### config.mk
export PLATFORM = sky130hd
export DESIGN_NAME = instr_mem_writer
export DESIGN_NICKNAME = d
export VERILOG_FILES = /design/src/rtl/instr_mem_writer_pkg.sv /design/src/rtl/instr_mem_writer_byte_sel.sv /design/src/rtl/instr_mem_writer.sv
export SDC_FILE = /design/constraint.sdc
export NUM_CORES = 1
export LEC_CHECK = 0
export CAP_MARGIN = 20
export CORE_MARGIN = 2
export CORE_UTILIZATION = 40
export DETAILED_ROUTE_END_ITERATION = 10
export PLACE_DENSITY_LB_ADDON = 0.15
export SLEW_MARGIN = 5
export SYNTH_ARGS = -nofsm -noshare
export SYNTH_HDL_FRONTEND = slang
export SYNTH_SLANG_ARGS = --single-unit
### constraint.sdc
create_clock -name clk -period 2.68 [get_ports clk]
set_input_delay 0.268 -clock clk [delete_from_list [all_inputs] [get_ports clk]]
set_output_delay 0.268 -clock clk [all_outputs]
set_load 0.1 [all_outputs]
### src/rtl/instr_mem_writer_pkg.sv
// ============================================================================
// Module   : instr_mem_writer_pkg
// Purpose  : Shared Y86-64 encoding header: icodes, valC width, length table.
// Revision : 1.0 - initial release
// ============================================================================
`default_nettype none

package instr_mem_writer_pkg;

  localparam int DATA_WID = 64;

  localparam logic [3:0] ICODE_HALT   = 4'h0;
  localparam logic [3:0] ICODE_NOP    = 4'h1;
  localparam logic [3:0] ICODE_RRMOVQ = 4'h2;
  localparam logic [3:0] ICODE_IRMOVQ = 4'h3;
  localparam logic [3:0] ICODE_RMMOVQ = 4'h4;
  localparam logic [3:0] ICODE_MRMOVQ = 4'h5;
  localparam logic [3:0] ICODE_OPQ    = 4'h6;
  localparam logic [3:0] ICODE_JXX    = 4'h7;
  localparam logic [3:0] ICODE_CALL   = 4'h8;
  localparam logic [3:0] ICODE_RET    = 4'h9;
  localparam logic [3:0] ICODE_PUSHQ  = 4'hA;
  localparam logic [3:0] ICODE_POPQ   = 4'hB;

  typedef enum logic [0:0] {
    ST_IDLE = 1'b0,
    ST_EMIT = 1'b1
  } ienc_state_e;

  // Encoded length in bytes; 0 marks an icode with no defined encoding.
  function automatic logic [3:0] instr_len(input logic [3:0] icode);
    logic [3:0] len;
    case (icode)
      ICODE_HALT, ICODE_NOP, ICODE_RET:                 len = 4'd1;
      ICODE_RRMOVQ, ICODE_OPQ, ICODE_PUSHQ, ICODE_POPQ: len = 4'd2;
      ICODE_JXX, ICODE_CALL:                            len = 4'd9;
      ICODE_IRMOVQ, ICODE_RMMOVQ, ICODE_MRMOVQ:         len = 4'd10;
      default:                                          len = 4'd0;
    endcase
    return len;
  endfunction

  function automatic logic has_reg_byte(input logic [3:0] icode);
    logic [3:0] len;
    len = instr_len(icode);
    return (len == 4'd2) || (len == 4'd10);
  endfunction

endpackage

`default_nettype wire

### src/rtl/instr_mem_writer_byte_sel.sv
// ============================================================================
// Module   : instr_byte_sel
// Purpose  : Returns byte k of the canonical Y86-64 image of latched fields.
// Revision : 1.0 - initial release
// ============================================================================
`default_nettype none

module instr_byte_sel
  import instr_mem_writer_pkg::*;
#(
  parameter int VALC_WID = 64
) (
  input  logic [3:0]          icode,
  input  logic [3:0]          ifun,
  input  logic [3:0]          ra,
  input  logic [3:0]          rb,
  input  logic [VALC_WID-1:0] valc,
  input  logic [3:0]          k,
  output logic [7:0]          byte_out
);

  logic [63:0] w_valc;
  logic [3:0]  w_len;
  logic [2:0]  w_idx;

  always_comb begin
    w_valc = 64'(valc);
    w_len  = instr_len(icode);
    // valC starts right after byte0 for jXX/call, after the register byte otherwise
    if (w_len == 4'd9) begin
      w_idx = 3'(k - 4'd1);
    end else begin
      w_idx = 3'(k - 4'd2);
    end

    if (k == 4'd0) begin
      byte_out = {icode, ifun};
    end else if ((k == 4'd1) && has_reg_byte(icode)) begin
      byte_out = {ra, rb};
    end else begin
      byte_out = w_valc[{w_idx, 3'b000} +: 8];
    end
  end

endmodule

`default_nettype wire

### src/rtl/instr_mem_writer.sv
// ============================================================================
// Module   : instr_mem_writer
// Purpose  : Serialises decoded Y86-64 instructions into byte memory writes.
//            Optional running XOR checksum enabled by macro IENC_CHECKSUM_EN.
// Revision : 1.0 - initial release
// ============================================================================
`default_nettype none

module instr_mem_writer
  import instr_mem_writer_pkg::*;
#(
  parameter int DATA_WID  = instr_mem_writer_pkg::DATA_WID,
  parameter int ADDR_WID  = 11,
  parameter int BASE_ADDR = 0
) (
  input  logic                clk,
  input  logic                rst_n,
  input  logic                in_valid,
  output logic                in_ready,
  input  logic [3:0]          icode,
  input  logic [3:0]          ifun,
  input  logic [3:0]          rA,
  input  logic [3:0]          rB,
  input  logic [DATA_WID-1:0] valC,
  input  logic                restart,
  output logic                wr_en,
  output logic [ADDR_WID-1:0] wr_addr,
  output logic [7:0]          wr_data,
  output logic [ADDR_WID-1:0] next_pc,
  output logic                instr_done,
  output logic                err_icode,
  output logic                err_ovf,
  output logic [7:0]          checksum
);

  localparam logic [ADDR_WID-1:0] c_base_addr = ADDR_WID'(BASE_ADDR);
  localparam logic [ADDR_WID:0]   c_mem_depth = (ADDR_WID+1)'(1) << ADDR_WID;

  ienc_state_e r_state, w_state_nxt;

  logic [3:0]          r_icode, r_ifun, r_ra, r_rb, r_k, r_len;
  logic [DATA_WID-1:0] r_valc;
  logic [ADDR_WID-1:0] r_next_pc, r_wr_addr;
  logic [7:0]          r_wr_data;
  logic                r_full, r_wr_en, r_instr_done, r_err_icode, r_err_ovf;

  logic [3:0]          w_len_in;
  logic [ADDR_WID:0]   w_end, w_commit;
  logic [7:0]          w_byte;
  logic                w_accept, w_start, w_last, w_err_icode, w_err_ovf;

  assign in_ready = (r_state == ST_IDLE) && !restart;

  instr_byte_sel #(
    .VALC_WID (DATA_WID)
  ) u_byte_sel (
    .icode    (r_icode),
    .ifun     (r_ifun),
    .ra       (r_ra),
    .rb       (r_rb),
    .valc     (r_valc),
    .k        (r_k),
    .byte_out (w_byte)
  );

  always_comb begin
    w_len_in    = instr_len(icode);
    // One extra bit so an instruction ending exactly at the top does not wrap
    w_end       = {1'b0, r_next_pc} + (ADDR_WID+1)'(w_len_in);
    w_commit    = {1'b0, r_next_pc} + (ADDR_WID+1)'(r_len);
    w_accept    = in_valid && in_ready;
    w_start     = 1'b0;
    w_last      = 1'b0;
    w_err_icode = 1'b0;
    w_err_ovf   = 1'b0;
    w_state_nxt = r_state;

    case (r_state)
      ST_IDLE: begin
        if (w_accept) begin
          if (w_len_in == 4'd0) begin
            w_err_icode = 1'b1;
          end else if (r_full || (w_end > c_mem_depth)) begin
            w_err_ovf = 1'b1;
          end else begin
            w_start     = 1'b1;
            w_state_nxt = ST_EMIT;
          end
        end
      end
      ST_EMIT: begin
        w_last = (r_k == (r_len - 4'd1));
        if (w_last) begin
          w_state_nxt = ST_IDLE;
        end
      end
      default: w_state_nxt = ST_IDLE;
    endcase

    if (restart) begin
      w_state_nxt = ST_IDLE;
    end
  end

  always_ff @(posedge clk or negedge rst_n) begin
    if (!rst_n) begin
      r_state <= ST_IDLE;
    end else begin
      r_state <= w_state_nxt;
    end
  end

  always_ff @(posedge clk or negedge rst_n) begin
    if (!rst_n) begin
      r_icode      <= 4'd0;
      r_ifun       <= 4'd0;
      r_ra         <= 4'd0;
      r_rb         <= 4'd0;
      r_valc       <= '0;
      r_k          <= 4'd0;
      r_len        <= 4'd0;
      r_next_pc    <= c_base_addr;
      r_full       <= 1'b0;
      r_wr_en      <= 1'b0;
      r_wr_addr    <= '0;
      r_wr_data    <= 8'd0;
      r_instr_done <= 1'b0;
      r_err_icode  <= 1'b0;
      r_err_ovf    <= 1'b0;
    end else begin
      r_wr_en      <= 1'b0;
      r_instr_done <= 1'b0;
      r_err_icode  <= w_err_icode;
      r_err_ovf    <= w_err_ovf;
      if (restart) begin
        r_next_pc <= c_base_addr;
        r_full    <= 1'b0;
      end else begin
        if (w_start) begin
          r_icode <= icode;
          r_ifun  <= ifun;
          r_ra    <= rA;
          r_rb    <= rB;
          r_valc  <= valC;
          r_len   <= w_len_in;
          r_k     <= 4'd0;
        end
        if (r_state == ST_EMIT) begin
          r_wr_en      <= 1'b1;
          r_wr_addr    <= r_next_pc + ADDR_WID'(r_k);
          r_wr_data    <= w_byte;
          r_k          <= r_k + 4'd1;
          r_instr_done <= w_last;
          // Carry out of the pointer means memory is exactly full
          if (w_last) begin
            {r_full, r_next_pc} <= w_commit;
          end
        end
      end
    end
  end

`ifdef IENC_CHECKSUM_EN
  logic [7:0] r_checksum;

  always_ff @(posedge clk or negedge rst_n) begin
    if (!rst_n) begin
      r_checksum <= 8'd0;
    end else if (restart) begin
      r_checksum <= 8'd0;
    end else if (r_state == ST_EMIT) begin
      r_checksum <= r_checksum ^ w_byte;
    end
  end

  assign checksum = r_checksum;
`else
  assign checksum = 8'd0;
`endif

  assign wr_en      = r_wr_en;
  assign wr_addr    = r_wr_addr;
  assign wr_data    = r_wr_data;
  assign next_pc    = r_next_pc;
  assign instr_done = r_instr_done;
  assign err_icode  = r_err_icode;
  assign err_ovf    = r_err_ovf;

endmodule

`default_nettype wire

# Word-level counts from Yosys, hierarchy flattened
# Memory sizes are Yosys's and may differ from the RTL's.
# Cells that the tools add are included.
# classes
bitwise_logic	2
n_eq_ne	5
shift	1
n_reduce_logical	15
muxes	31
n_lt_le_gt_ge	1
addsub	7
# op_table
operator	n
$shiftx A64 B7 Y8	1
$mux W11	3
$add A11 B4 Y12	2
$mux W1	21
$mux W8	2
$gt A12 B12 Y1 const B	1
$mux W4	3
$add A11 B4 Y11	1
$eq A4 B4 Y1 const B	2
$logic_not A4 Y1	2
$reduce_and A2 Y1	4
$reduce_bool A2 Y1	3
$add A4 B1 Y4 const B	1
$eq A4 B1 Y1 const B	1
$eq A4 B2 Y1 const B	1
$eq A4 B4 Y1	1
$sub A4 B1 Y4 const B	1
$logic_and A1 B1 Y1	3
$mux W3	1
$sub A3 B1 Y3 const B	1
$sub A3 B2 Y3 const B	1
$logic_or A1 B1 Y1	2
$not A1 Y1	2
$pmux W1 S2	1
$logic_not A1 Y1	1
# totals
n_memories	3
reg_bits	124
elab_cells	81
input_bits	84
romBits	144
out_inout_bits	43
# mem_list
memory	words	word_bits	rd	rd_clocked_by_memory_dff	write_ports	line	source
(name not given)	16	3	1	0	0	instr_mem_writer_pkg.sv:33	case (icode)
(name not given)	16	3	1	0	0	instr_mem_writer_pkg.sv:33	
(name not given)	16	3	1	0	0	instr_mem_writer_pkg.sv:33	

# Depth between registers and ports, before layout
# Gate-level depths: netlist of the first run.
# An unclocked memory read counts as a cell.
# logic_depth
ltp_word	10
depth_mapped	11
depth_no_buf	9

# Modules after synthesis
# From an unflattened synthesis of the first run, not the netlist that was laid out.
# hier_totals
hier_cells	600
area_unflattened_um2	6631.4
# modules_own_cells
module	instances	cells_each	area_per_inst_um2
instr_mem_writer	1	440	5465.2
instr_byte_sel	1	160	1166.1

# Worst setup path after synthesis of the first run
# Ideal clock, no wire load.
# synth_timing
kind	register to register
from	register r_state
to	register r_valc[57]
path_buffers	1
period_less_slack_ps	3170
path_stages_with_launch	7
arrival_ps	3045
path_slack_ps	-490
path_cell_list	dfrtp_1 > nor2_1 > nand4_1 > or2_1 > o21ai_2 > buf_4 > mux2_2
# synth_via
elab_chain_cells	6
# synth_rtl
item	line	source
start: declaration	instr_mem_writer.sv:39	ienc_state_e r_state, w_state_nxt;
start signal: assignment	instr_mem_writer.sv:109	r_state <= w_state_nxt;
$not A1 Y1	-	
$logic_and A1 B1 Y1	instr_mem_writer.sv:52	assign in_ready = (r_state == ST_IDLE) && !restart;
named net in_ready	instr_mem_writer.sv:19	output logic in_ready,
$logic_and A1 B1 Y1	instr_mem_writer.sv:71	w_accept = in_valid && in_ready;
$mux W1	instr_mem_writer.sv:80	if (w_accept) begin
$mux W1	instr_mem_writer.sv:78	case (r_state)
$reduce_and A2 Y1 (no line)	-	
end signal: assignment	instr_mem_writer.sv:144	r_valc <= valC;
end: declaration	instr_mem_writer.sv:42	logic [DATA_WID-1:0] r_valc;
# The timed path passes the listed nets, and every way through them passes these cells.
# A chain may end at the register's enable or synchronous reset.

# Worst setup path after layout of the first run
# layout_timing
from	input port icode[0]
to	register r_valc[33]
# layout_via
elab_chain_cells	9
word_cells_on_any_way	10
classes_between	add/sub: 1; order compare: 1; mux: 4; reduce/logical: 3; memory: 1
# layout_rtl
item	line	source
start: declaration	instr_mem_writer.sv:20	input logic [3:0] icode,
$mem_v2 Z16 W3 (*)	-	
named net w_len_in[0]	instr_mem_writer.sv:47	logic [3:0] w_len_in;
$add A11 B4 Y12	instr_mem_writer.sv:69	w_end = {1'b0, r_next_pc} + (ADDR_WID+1)'(w_len_in);
$gt A12 B12 Y1	instr_mem_writer.sv:83	end else if (r_full || (w_end > c_mem_depth)) begin
$logic_or A1 B1 Y1	instr_mem_writer.sv:83	
$mux W1	instr_mem_writer.sv:83	
$mux W1 (*)	instr_mem_writer.sv:81	if (w_len_in == 4'd0) begin
$mux W1 (*)	instr_mem_writer.sv:80	
$mux W1 (*)	instr_mem_writer.sv:78	
$reduce_and A2 Y1 (no line) (*)	-	
# Mark *: on every way through the listed nets, which the timed path passes. The rest lies on a longest branch.

==> metrics.txt, run 1 <==
diode count 0; min Tclk post-route ~2600 ps; Cells after Synth around 500; gr usage total 0.200; routed wire length about 17,000 µm; maxcap violations 0; fraction of registers with async set/reset 1.00; count of yosys warnings during synthesis 0; setup violators final 0; sequential fraction of the synthesis area 0.460; WP data arrival roughly 2900 ps; first-pass GRT wire length 27,400 µm; Max Clock Skew 6.28 ps; Synth Flop Type dfrtp_1; vias post-DR 4,802; drt pass-1 iters 4; htree depth 4; Overflow after GRT 0; period utilisation layout 0.957; Max Slew Vio Count 0; number of global-route vias before repair roughly 5k; final core utilization 0.560; CTS max path bufs 2; Vias/cell approximately 5.3; fillcell total around 1.4k; crit path kind in -> reg; layout cell share with drive strength beyond 1 0.387; number of synthesized flops with an enable pin 0; Port Buffers around 120; DIE AREA about 18,000 µm²; worst skew pair latency between 400 and 500 ps; mapped cell area approximately 6700 µm²; DRC Markers 0; per-cell routed wire length around 19 µm; DP HPWL approximately 12,000 µm; P&R area growth vs syn 37.8%; Setup WS pre-CTS -607 ps; initial drt markers 286; Synth Register Bits approximately 120; FF+latch area a little over 3000 µm²; crit-path cells clkdlybuf4s15_1 > nand3b_1 > mux2i_4 > buf_6 > a21oi_4 > ha_1 > a21o_1 > mux2i_1 > o31a_1 > o21ai_4 > buf_12 > buf_12 > buf_16 > buf_12 > mux2_2; initial antenna violation count 0; row count 47; slowest stage delay, CP ~330 ps; count of clock tree sinks roughly 120; synth unique cells 62; status finished clean; total CTS buffers 17; PD cells about 1000 nW/µm²; die height roughly 130 µm; Crit path max-delay family buffers and inverters; antenna-violating nets left 0; CP required roughly 3000 ps; core area 16,500 µm²; Worst-path clk slew around 60 ps; Top Ports 127; CP bufs+invs 6; root buffer cell clkbuf_16; CP most frequent cell buf_12; Die Width 133 µm; CTS tree built; Initial Utilization 0.407; endpoint type of the worst setup path flop; Final Hold Viols 0; Multi-input gate area 3470 µm²; CP max FO 7; Worst path slowest cell o31a_1; max frequency around 0.39 GHz; final critical-path setup slack between 100 and 150 ps; Mean Syn Cell Area ~13 µm²; Startpoint Class input pin; largest net degree at the start of global routing 63; Slew HR 0.636; routability cong. 0.891; VDD IR max around 0.58 mV; Slew @ Worst Pin around 530 ps; Final #Nets 770; RSZ-0062 raised after global routing false; Lkg Pwr between 0.003 and 0.004 µW; worst hold path type in -> reg
-- cell usage in the layout (no fill, tap or decap), drive strengths merged, types with 21 or more instances in the layout --
cell type,Yosys,layout
clkbuf,11,27
mux4,32,32
buf,25,92
nor2,21,21
clkdlybuf4s50,0,78
mux2,85,85
nand2,21,21
mux2i,22,22
dfrtp,123,123
-- final timing paths --
path / slack, ps / end / depth (start not counted) / from
max in group asynchronous: 1540 / r_valc[10] / 3 / rst_n
worst max-delay path: 120 / r_valc[33] / 15 / icode[0]
worst min register to register: 480 / wr_addr[6] / 2 / wr_addr[6]
worst min-delay path: 220 / err_ovf / 3 / icode[3]
min in group asynchronous: 350 / wr_addr[7] / 2 / rst_n
worst max register to register: 120 / r_valc[33] / 10 / next_pc[1]
-- what timing repair did --
action | in CTS | in global routing
gates resized for setup | 32 | 19
pin swaps | 6 | 6
setup buffers | 14 | 3
gates cloned | 4 | 0
endpoints found under the setup margin | 78 | 79
hold buffers | 1 | 0
endpoints found under the hold margin | 29 | 0
-- registers in the layout, summed over array words and instances, names as in the netlist, 3 cells and up --
name	count
r_valc	64
next_pc	11
wr_addr	11
wr_data	8
r_icode	4
r_ifun	4
r_k	4
r_ra	4
r_rb	4
r_len	3
-- power by group --
group	internal [µW]	switching, µW	total [µW]
Clock	1600	810	2410
Combinational	2100	2200	4310
Sequential	2350	372	2720
Total	6050	3380	9430
-- area by class of cell --
class / count / area share
Sequential cell: 123 / 0.335
Timing Repair Buffer: 175 / 0.188
Clock buffer: 24 / 0.0511
Multi-Input combinational cell: 337 / 0.376
Tap cell: 220 / 0.0298
Clock inverter: 8 / 0.0152
Inverter: 13 / 0.00529
-- cells in the mapped netlist, types with 5 or more instances --
library cell  instances  area share
dfrtp_1             123        0.46
xor2_1                8       0.010
nor2_1               21       0.012
nand3_1               8      0.0060
a31o_2                6      0.0078
xnor2_1               6      0.0078
nand2_1              20       0.011
mux4_4               23       0.086
o221a_2               8       0.013
clkbuf_1              9      0.0050
mux2_2               78        0.13
mux2i_1              22       0.033
o221ai_1              8       0.010
mux2_1                7       0.012
mux4_1                5       0.020
o21ai_0              13      0.0097
buf_2                 5      0.0037
buf_4                16       0.018
ha_1                 16       0.030
a21oi_1              16       0.012
inv_1                13      0.0073
-- metal layers --
layer  vias to the layer above  GRT usage  part of all wire
met2                       139      0.318              0.48
met4                         0     0.0609             0.012
li1                       2208          -                 -
met1                      2439      0.275              0.45
met5                         -          0                 0
met3                        16     0.0438             0.054
-- cells by family after synthesis --
family,synth area share
multiplexers,0.295
AO/OA/AOI/OAI,0.0847
adder cells (fa/ha/maj),0.0389
other,0.000560
AND/OR/NAND/NOR,0.0606
XOR/XNOR,0.0183
buffers and inverters,0.0424
flip-flops,0.460
-- worst reg2reg max path, delay by kind of cell (launching register included) --
family                     cells  cell delay (ps)
AOI/OAI and AO/OA              3              740
DFF                            1              520
buffers and inverters          4              460
muxes                          2              450
adders and majority gates      1              300
-- metrics by stage --
stage | total power [µW] | std cells | TNS (ps) | hold slack, ps | instance area (µm²)
floorplan | 5700 | 509 | 0 | -27.6 | 6750
global placement | 6840 | 848 | -47200 | 241 | 8240
detailed placement | 6920 | 848 | -48440 | 243 | 8240
CTS | 9480 | 899 | 0 | 282 | 9220
global route | 9860 | 900 | 0 | 236 | 9230
finish | 9430 | 900 | 0 | 217 | 9230
No activity file was read; power rests on OpenSTA's default activity.
==> inputs of run 2 (changes only) <==
--- a/config.mk
+++ b/config.mk
@@ -6,8 +6,11 @@
 export NUM_CORES = 1
 export LEC_CHECK = 0
 export CAP_MARGIN = 20
+export CELL_PAD_IN_SITES_DETAIL_PLACEMENT = 0
+export CELL_PAD_IN_SITES_GLOBAL_PLACEMENT = 1
 export CORE_MARGIN = 2
-export CORE_UTILIZATION = 40
+export CORE_UTILIZATION = 38
+export CTS_CLUSTER_DIAMETER = 200
 export DETAILED_ROUTE_END_ITERATION = 10
 export PLACE_DENSITY_LB_ADDON = 0.15
 export SLEW_MARGIN = 5
==> metrics.txt, run 2 (synthesis gave the netlist of run 1 again) <==
initial drt markers about 210; min Tclk post-route 2630 ps; die height 137 µm; CP most frequent cell buf_12; core area approximately 17,000 µm²; initial antenna violation count 0; startpoint of the worst-slack reg-to-reg timing path next_pc[1]; R2R depth 9; crit path kind in -> reg; largest net degree at the start of global routing between 50 and 60; status finished clean; drt pass-1 iters 4; Slew @ Worst Pin 558 ps; DRC Markers 0; number of global-route vias before repair 4,953; count of clock tree sinks ~120; Crit path max-delay family buffers and inverters; Worst path depth 13; diode count 0; endpoint type of the worst setup path flop; Worst-path clk slew approximately 60 ps; Max Slew Vio Count 0; CP max FO 7; origin of the worst setup path icode[2]; CTS max path bufs 2; Max Clock Skew between 6 and 7 ps; per-cell routed wire length ~19 µm; slowest stage delay, CP around 470 ps; routed wire length 16,900 µm; Setup WS pre-CTS -642 ps; max reg flops 64; commonest cells after routing, fill and taps aside 117 x dfrtp_1, 78 x clkdlybuf4s50_1, 78 x buf_4, 76 x mux2_2, 23 x mux4_4; Worst Setup EP r_rb[2]; PD cells 1020 nW/µm²; VDD IR max roughly 0.59 mV; first-pass GRT wire length between 20,000 and 30,000 µm; htree depth 4; total CTS buffers 17; worst skew pair latency about 420 ps; root buffer cell clkbuf_16; Startpoint Class input pin; WP data arrival just under 3000 ps; RSZ-0062 raised after global routing true; Top Ports ~130; CP bufs+invs 6; Vias/cell 5.29; row count 48; placed cell area just over 8000 µm²; worst hold path type in -> reg; Die Width 137 µm; Final #Nets about 780; Initial Utilization 0.388; Top reg by flops r_valc; vias post-DR between 4k and 5k; CTS tree built; Final Hold Viols 0; R2R setup slack about 90 ps; DIE AREA 18,700 µm²; final critical-path setup slack ~48 ps; RR Endpoint r_rb[2]; period utilisation layout 0.982; setup violators final 0; most common cell after layout, fill and taps aside dfrtp_1; P&R area growth vs syn 38.6%; Worst path slowest cell fa_1; routability cong. 0.812; max frequency roughly 0.38 GHz; Lkg Pwr ~0.0039 µW; DP HPWL about 12,000 µm; antenna-violating nets left 0; layout cell share with drive strength beyond 1 0.397; Port Buffers approximately 120; Slew HR 0.617; maxcap violations 0; final instance area between 9000 and 10,000 µm²; CP required roughly 3000 ps; Overflow after GRT 0; gr usage total 0.191; crit-path cells dlygate4sd2_1 > mux2i_4 > buf_4 > a21oi_4 > inv_2 > fa_1 > nand4b_1 > or2_4 > o21ai_4 > buf_12 > buf_12 > clkbuf_16 > mux2_2
[run 2: cell count changes in the layout (fill, tap and decap cells not counted), moves of 2 or more]
cell / delta
buf_12: -2
buf_4: +3
buf_6: +3
clkbuf_1: -5
clkbuf_16: +2
clkbuf_2: -2
clkbuf_8: +2
clkinvlp_4: +4
mux2_2: +12
mux2_4: -13
[run 2: worst register-to-register path, stage by stage (launching register included)]
cell and delay (ps):
dfrtp_4 450, inv_1 120, fa_1 540, nand4b_1 130
or2_4 290, o21ai_4 160, buf_12 130, buf_12 150
clkbuf_16 170, mux2_2 320
[run 2: metal layers]
metal  wire, µm  part of all wire  GRT usage
met5          0                 0          0
met3        634             0.038     0.0333
met1       7680              0.45      0.257
met4        278             0.016     0.0770
met2       8310              0.49      0.307
[run 2: cell type report]
cell class | instances | area [µm²]
Fill cell | 1450 | 7950
Multi-Input combinational cell | 337 | 3440
Sequential cell | 123 | 3090
Timing Repair Buffer | 180 | 1780
Clock buffer | 21 | 480
Tap cell | 225 | 282
Clock inverter | 11 | 165
Inverter | 13 | 48.8
[run 2: worst min-delay path by stage]
stage,startpoint,end,slack [ps],cells after the start
2_1_floorplan,rst_n,err_icode,-30,0
3_3_place_gp,rst_n,next_pc[5],200,1
3_5_place_dp,rst_n,next_pc[10],200,1
4_1_cts,rst_n,instr_done,300,2
5_1_grt,icode[3],err_ovf,230,3
6_report,icode[3],err_ovf,220,3
[run 2: what timing repair did]
| item | CTS | global route |
|---|---|---|
| endpoints found under the setup margin | 78 | 79 |
| resized for setup | 15 | 14 |
| setup buffers | 14 | 4 |
| pin swaps | 4 | 5 |
| endpoints found under the hold margin | 20 | 0 |
| hold buffers | 1 | 0 |
| cloned | 2 | 2 |
[run 2: where the power goes]
| part | internal, µW | switching [µW] |
|---|---|---|
| sequential | 2350 | 364 |
| clock | 1650 | 856 |
| combinational | 2030 | 2200 |
| total | 6030 | 3420 |
[run 2: stage by stage]
step           TNS (ps)  std cells  hold WS [ps]  power, µW  utilization
4_1_cts               0        904           295       9510        0.531
2_1_floorplan         0        509         -27.6       5700            -
6_report              0        910           222       9440        0.539
3_5_place_dp     -50510        855           199       6940        0.481
3_3_place_gp     -46320        855           200       6870        0.481
5_1_grt           -1240        910           228       9920        0.539
